$ cat src/rtl/shift_sequencer_pkg.sv
// Shared types and sizing helpers for the shift_sequencer slice.
package shift_seq_pkg;

  typedef enum logic [1:0] {
    IDLE  = 2'd0,
    LOAD  = 2'd1,
    SHIFT = 2'd2,
    DONE  = 2'd3
  } seq_state_t;

  // Counter must be able to hold any step count from 0 to the data width.
  function automatic int unsigned cnt_width(input int unsigned w);
    return $clog2(w + 1);
  endfunction

endpackage

$ cat src/rtl/shift_bit_counter.sv
// Shift-step counter: synchronous clear, increment enable, terminal-count flag.
module shift_bit_counter
  import shift_seq_pkg::*;
#(
  parameter int unsigned WIDTH       = 8,
  parameter int unsigned SHIFT_COUNT = WIDTH
) (
  input  logic clock,
  input  logic reset,
  input  logic clear,
  input  logic inc,
  output logic last
);

  localparam int unsigned CW = cnt_width(WIDTH);
  localparam logic [CW-1:0] LAST_VAL = (SHIFT_COUNT == 0) ? '0 : CW'(SHIFT_COUNT - 1);

  logic [CW-1:0] count;

  always_ff @(posedge clock) begin
    if (reset || clear) begin
      count <= '0;
    end else if (inc) begin
      count <= count + CW'(1);
    end
  end

  // A zero-step word never reaches SHIFT, so the flag is simply held low.
  assign last = (SHIFT_COUNT != 0) && (count == LAST_VAL);

endmodule

$ cat src/rtl/shift_sequencer.sv
// Loads a word into the downstream shift register, then shifts it SHIFT_COUNT steps.
// Optional pause input enabled by defining SHIFT_SEQ_PAUSE_EN.
module shift_sequencer
  import shift_seq_pkg::*;
#(
  parameter int unsigned WIDTH       = 8,
  parameter int unsigned SHIFT_COUNT = WIDTH
) (
  input  logic             clock,
  input  logic             reset,
  input  logic             in_valid,
  output logic             in_ready,
  input  logic [WIDTH-1:0] in_data,
  input  logic             in_msb_first,
  output logic             sr_enable,
  output logic             sr_load,
  output logic             sr_shift_left,
  output logic [WIDTH-1:0] sr_datain,
  output logic             busy,
  output logic             done
`ifdef SHIFT_SEQ_PAUSE_EN
  ,
  input  logic             pause
`endif
);

  seq_state_t       state, state_d;
  logic             en_d, load_d, left_d, done_d, busy_d;
  logic [WIDTH-1:0] data_d;
  logic             cnt_clear, cnt_inc, cnt_last;
  logic             pause_i;

`ifdef SHIFT_SEQ_PAUSE_EN
  assign pause_i = pause;
`else
  assign pause_i = 1'b0;
`endif

  shift_bit_counter #(
    .WIDTH       (WIDTH),
    .SHIFT_COUNT (SHIFT_COUNT)
  ) u_counter (
    .clock (clock),
    .reset (reset),
    .clear (cnt_clear),
    .inc   (cnt_inc),
    .last  (cnt_last)
  );

  assign in_ready = (state == IDLE);

  // Outputs are registered from next-state values; a SHIFT cycle is "active"
  // when the registered enable is high, so pause seen at an edge blanks the next cycle.
  always_comb begin
    state_d   = state;
    en_d      = 1'b0;
    load_d    = 1'b0;
    data_d    = '0;
    left_d    = sr_shift_left;
    done_d    = 1'b0;
    cnt_clear = 1'b0;
    cnt_inc   = 1'b0;
    unique case (state)
      IDLE: begin
        if (in_valid) begin
          state_d   = LOAD;
          en_d      = 1'b1;
          load_d    = 1'b1;
          data_d    = in_data;
          left_d    = in_msb_first;
          cnt_clear = 1'b1;
        end
      end
      LOAD: begin
        if (SHIFT_COUNT == 0) begin
          state_d = DONE;
          done_d  = 1'b1;
        end else begin
          state_d = SHIFT;
          en_d    = 1'b1;
        end
      end
      SHIFT: begin
        cnt_inc = sr_enable;
        if (sr_enable && cnt_last) begin
          state_d = DONE;
          done_d  = 1'b1;
        end else begin
          en_d = !pause_i;
        end
      end
      DONE: begin
        state_d = IDLE;
      end
      default: state_d = IDLE;
    endcase
    busy_d = (state_d != IDLE);
  end

  always_ff @(posedge clock) begin
    if (reset) begin
      state         <= IDLE;
      sr_enable     <= 1'b0;
      sr_load       <= 1'b0;
      sr_shift_left <= 1'b0;
      sr_datain     <= '0;
      busy          <= 1'b0;
      done          <= 1'b0;
    end else begin
      state         <= state_d;
      sr_enable     <= en_d;
      sr_load       <= load_d;
      sr_shift_left <= left_d;
      sr_datain     <= data_d;
      busy          <= busy_d;
      done          <= done_d;
    end
  end

endmodule

$ cat config.mk
export PLATFORM = sky130hd
export DESIGN_NAME = shift_sequencer
export DESIGN_NICKNAME = d
export VERILOG_FILES = /design/src/rtl/shift_sequencer_pkg.sv /design/src/rtl/shift_bit_counter.sv /design/src/rtl/shift_sequencer.sv
export SDC_FILE = /design/constraint.sdc
export NUM_CORES = 1
export LEC_CHECK = 0
export ABC_AREA = 1
export BUFFER_PORTS_ARGS = -buffer_cell sky130_fd_sc_hd__buf_4
export CORE_MARGIN = 3
export CORE_UTILIZATION = 49
export CTS_BUF_LIST = sky130_fd_sc_hd__clkbuf_4
export CTS_CLUSTER_DIAMETER = 40
export DETAILED_ROUTE_END_ITERATION = 10
export GPL_TIMING_DRIVEN = 1
export PLACE_DENSITY = 0.79
export SYNTH_ARGS = -nofsm -noshare
export SYNTH_HDL_FRONTEND = slang
export SYNTH_SLANG_ARGS = --single-unit
$ cat constraint.sdc
create_clock -name clock -period 1.3 [get_ports clock]
set_input_delay 0.065 -clock clock [delete_from_list [all_inputs] [get_ports clock]]
set_output_delay 0.065 -clock clock [all_outputs]
set_load 0.02 [all_outputs]
**Word level (Yosys, flattened, before mapping)**

Index checks and enable logic that the tools add are counted.

- Flip-flop bits (word level): 19
- Latch bits: 0
- Bits in writable memories: 0
- Memory bits (read-only): 0
- Bits of input ports: 12
- Output and inout port bits: 14
- Logic and storage cells: 32
- Memories kept: 0

- Add/sub/neg operators: 1
- Multipliers: 0
- Divide/modulo/power cells: 0
- $lt $le $gt $ge: 0
- Equal/unequal tests: 4
- Shifts and indexed selects: 0
- Muxes and demuxes: 9
- Bitwise gates (word level): 3
- Reduce and logical (&&, ||, !) cells: 7

Operators by type and width:

| operator | number |
|---|---|
| $pmux 2 s4 | 1 |
| $mux 1 | 5 |
| $add 4x1->4 const B | 1 |
| $eq 2x2->1 const B | 2 |
| $eq 4x3->1 const B | 1 |
| $mux 2 | 2 |
| $not 1->1 | 3 |
| $pmux 1 s3 | 1 |
| $reduce_or 3->1 | 1 |
| $eq 2x1->1 const B | 1 |
| $logic_not 2->1 | 1 |
| $reduce_and 2->1 | 1 |
| $reduce_bool 2->1 | 1 |
| $reduce_or 2->1 | 1 |
| $logic_and 1x1->1 | 1 |
| $logic_or 1x1->1 | 1 |

**Logic depth before layout (Yosys ltp)**

- Depth in word-level cells: 5
- Mapped depth: 9
- Depth with buffers taken out: 9

**By module**

Synthesis repeated with hierarchy kept, for this count alone.

- Cell total of the unflattened synthesis: 88
- Area total of the unflattened synthesis: 711.9 um^2

By module, submodules not included:

| module | instances | cells an instance | area an instance (um^2) | seq. area each (um^2) |
|---|---|---|---|---|
| shift_sequencer | 1 | 63 | 534.3 | 300.3 |
| shift_bit_counter | 1 | 25 | 177.7 | 80.1 |

**Least setup slack after synthesis**

No wires, ideal clock.

- Path kind: reg2reg
- Start point: reg state[0]
- End point: reg sr_shift_left
- Library setup time: 117 ps
- Data arrival time: 1,162 ps
- Required time: 1,183 ps
- Path slack: 21 ps
- Cell stages (with the launch flop): 7
- Buffers on the path: 0
- Period minus slack after synthesis: 1,279 ps
- Cell sequence: dfxtp_1 > inv_1 > ha_1 > nand2_1 > nand2_1 > inv_1 > a22o_1

- Cells in the longest elaborated chain, start to end: 2

Ends and longest elaborated chain:

| item | RTL line | text |
|---|---|---|
| start: declaration | shift_sequencer.sv:27 | `seq_state_t state, state_d;` |
| start signal: assignment | shift_sequencer.sv:110 | `state <= state_d;` |
| $logic_not 2->1 | - |  |
| named net in_ready | shift_sequencer.sv:12 | `output logic in_ready,` |
| $reduce_and 2->1 (no line) | - |  |
| end signal: assignment | shift_sequencer.sv:113 | `sr_shift_left <= left_d;` |
| end: declaration | shift_sequencer.sv:17 | `output logic sr_shift_left,` |

The timed path passes the listed nets, and every way through them passes these cells.
A chain may end at the register's enable or synchronous reset.

**Worst setup path in the final report**

- Start point: reg state[0]
- End point: reg u_counter.count[2]

- Cells in the longest elaborated chain, start to end: 3
- Elaborated cells on any way between the ends: 5
- Those cells by class: eq/ne (1); mux (2); reduce/logical (2)

Ends and longest elaborated chain:

| item | RTL line | text |
|---|---|---|
| $logic_not 2->1 | shift_sequencer.sv:63 | `unique case (state)` |
| $mux 1 | - |  |
| $logic_or 1x1->1 | shift_bit_counter.sv:21 | `if (reset \|\| clear) begin` |
| end signal: assignment | shift_bit_counter.sv:24 | `count <= count + CW'(1);` |
| end: declaration | shift_bit_counter.sv:18 | `logic [CW-1:0] count;` |

Several ways; a longest one is shown, not always the timed one.

==> out/results.ini <==
[run_status]
status=finished, final reports clean

[layout]
final_cell_mix=buf_4 (25), inv_1 (18), dfxtp_1 (17), nand2_1 (14), nor2_1 (11)
multi_input_area_um2=285
final_common_cell=buf_4
fin_util_pct=80.4
drive_above_1_share_pct=32.3
instances_no_fill=145
n_fill_cell=97
area_delta_synth_final_pct=47.4
layout.nets=149
antenna_cells=0
design_area_um2=1080
register_area_um2=383

[yosys]
synthCells=91
syn-num-nets=109
avgSynthCellArea_um2=8.08
ys_warn_count=0
synth_cell_type_count=17
yosysSeqAreaShare_pct=51.7
synth-seq-cells=19
synthesis.area_um2=736

[clock_network]
cts_tree=done
clk_pin_slew_ps=100
insertion_delay_ps=290
htree_levels=1
numCtsBuffers=3
clockBufferDepth=2
cts_sinks=19
root_buffer=clkbuf_4

[power_and_ir_drop]
power_leakage_nw=0.575
totalPowerFinal_mw=1.13
peakVddDrop_v=0.00104
cellPowerDensity_nw_per_um2=1040

[placement]
dp.final_hpwl_um=1120
portBuffers=25
place_area_um2=942
routabilityCongestion=0.750
placedCellCount=131
pre_cts_ws_ps=40.5

[worst_setup_path]
path_class=reg2reg
worstPathMaxFanout=4
cp-start-kind=register
crit_arrival_ps=1430
cp.required_ps=1530
end_kind=register

[timing]
maxSlewViolCount=0
fin_worst_skew_ps=2.09
min_period_over_period_pct=92.3
setup_violations=0
tightest_slew_ps=173
final.min_clock_period_ps=1200
rsz0062_at_grt=yes
relSlewSlack_pct=88.4
worst_slack_ps=100
hold_viol_final=0
fmax_ghz=0.833

[route]
drc=0
dr.pass1.iters=4
drtIter0Drc=12
wl_um=1660
antenna_left=0
avgRoutedWirePerCell_um=11.5
vias=669
vias_per_cell=4.61

[grt]
grt_util_all_layers_pct=17.9
grt-ovfl-total=0
grt_pass1_wl_um=2550
antenna_found_initial=0
grt_start_max_net_pins=12
grt_pass1_vias=612

[die]
top_level_ports=26
die_h_um=44.8
num_rows=13
start_util_pct=54.5
dieArea_um2=2000
die_w_um=44.8
core_um2=1350

[min_path]
hold_path_class=in2reg

[job]
drv_cap=0

final cells by class:
type,instances,share of cell area (%)
tap,15,1.73
inverter,22,7.61
timing repair buffer,35,26.5
clock inverter,1,0.461
clock buffer,3,2.08
multi-input combinational,50,26.3
sequential,19,35.3
layer usage:
metal	global-route usage (%)	vias up	part of all wire [%]	routed length [um]
met5	0	-	0	0
met4	3.61	0	0	0
met3	6.77	0	5.6	93
met2	33.0	25	55	910
met1	19.3	294	40	657
li1	-	350	-	-
worst max-delay path: stages, from the launching register on:
cell     delay (ps)
dfxtp_2         370
inv_2            60
ha_1            230
nand2_1         130
inv_1           110
nand2_1          70
nand2_1          50
a21oi_1         120
cell usage after synthesis:
master	number	area [um2]
nand2_2	1	6.26
a21oi_1	4	20.0
dfxtp_1	19	380
ha_1	6	75.1
a22o_1	1	8.76
nand2_1	16	60.1
o22ai_1	1	6.26
o21ai_0	1	5.00
inv_2	3	11.3
nand4_1	1	6.26
nand3_1	1	5.00
nor3_1	2	10.0
a31oi_1	1	6.26
inv_1	19	71.3
or2_2	1	6.26
nor2_2	2	12.5
nor2_1	12	45.0
path summary, 6_finish.rpt:
kind	start	to	slack [ps]	cells past startpoint
max	state[0]	u_counter.count[2]	100	7
min	in_valid	sr_load	90	3
max reg2reg	state[0]	u_counter.count[2]	100	7
min reg2reg	sr_shift_left	sr_shift_left	500	1
what timing repair did:
item	4_1_cts	5_1_grt
hold buffers	10	0
endpoints found under the setup margin	0	14
gates resized for setup	0	7
hold endpoints to repair	11	0
setup buffers	0	0
stage by stage:
stage	TNS (ps)	hold slack, ps
after floorplan	0	142
after global placement	0	270
after detailed placement	0	285
after CTS	0	103
after global routing	-25.0	80.4
final	0	85.2
flip-flops by register name (all words and copies together), names as in the netlist:
signal           count
state                2
u_counter.count      4
sr_shift_left        1
sr_datain            8
busy                 1
sr_enable            1
done                 1
sr_load              1
logic make-up (layout without fill, tap and decap cells):
group,after synthesis,count (layout),share of synthesized area [%]
AO/OA/AOI/OAI,8,8,6.29
adder cells (fa/ha/maj),6,6,10.2
buffers and inverters,22,61,11.2
flip-flops,19,19,51.7
AND/OR/NAND/NOR,36,36,20.6
power breakdown:
group	switching, mW	leakage, nW	internal [mW]
Sequential	0.0142	0.156	0.612
Combinational	0.112	0.401	0.105
Clock	0.174	0.0177	0.115
Total	0.301	0.575	0.831
Power figures use the tool's default switching activity.
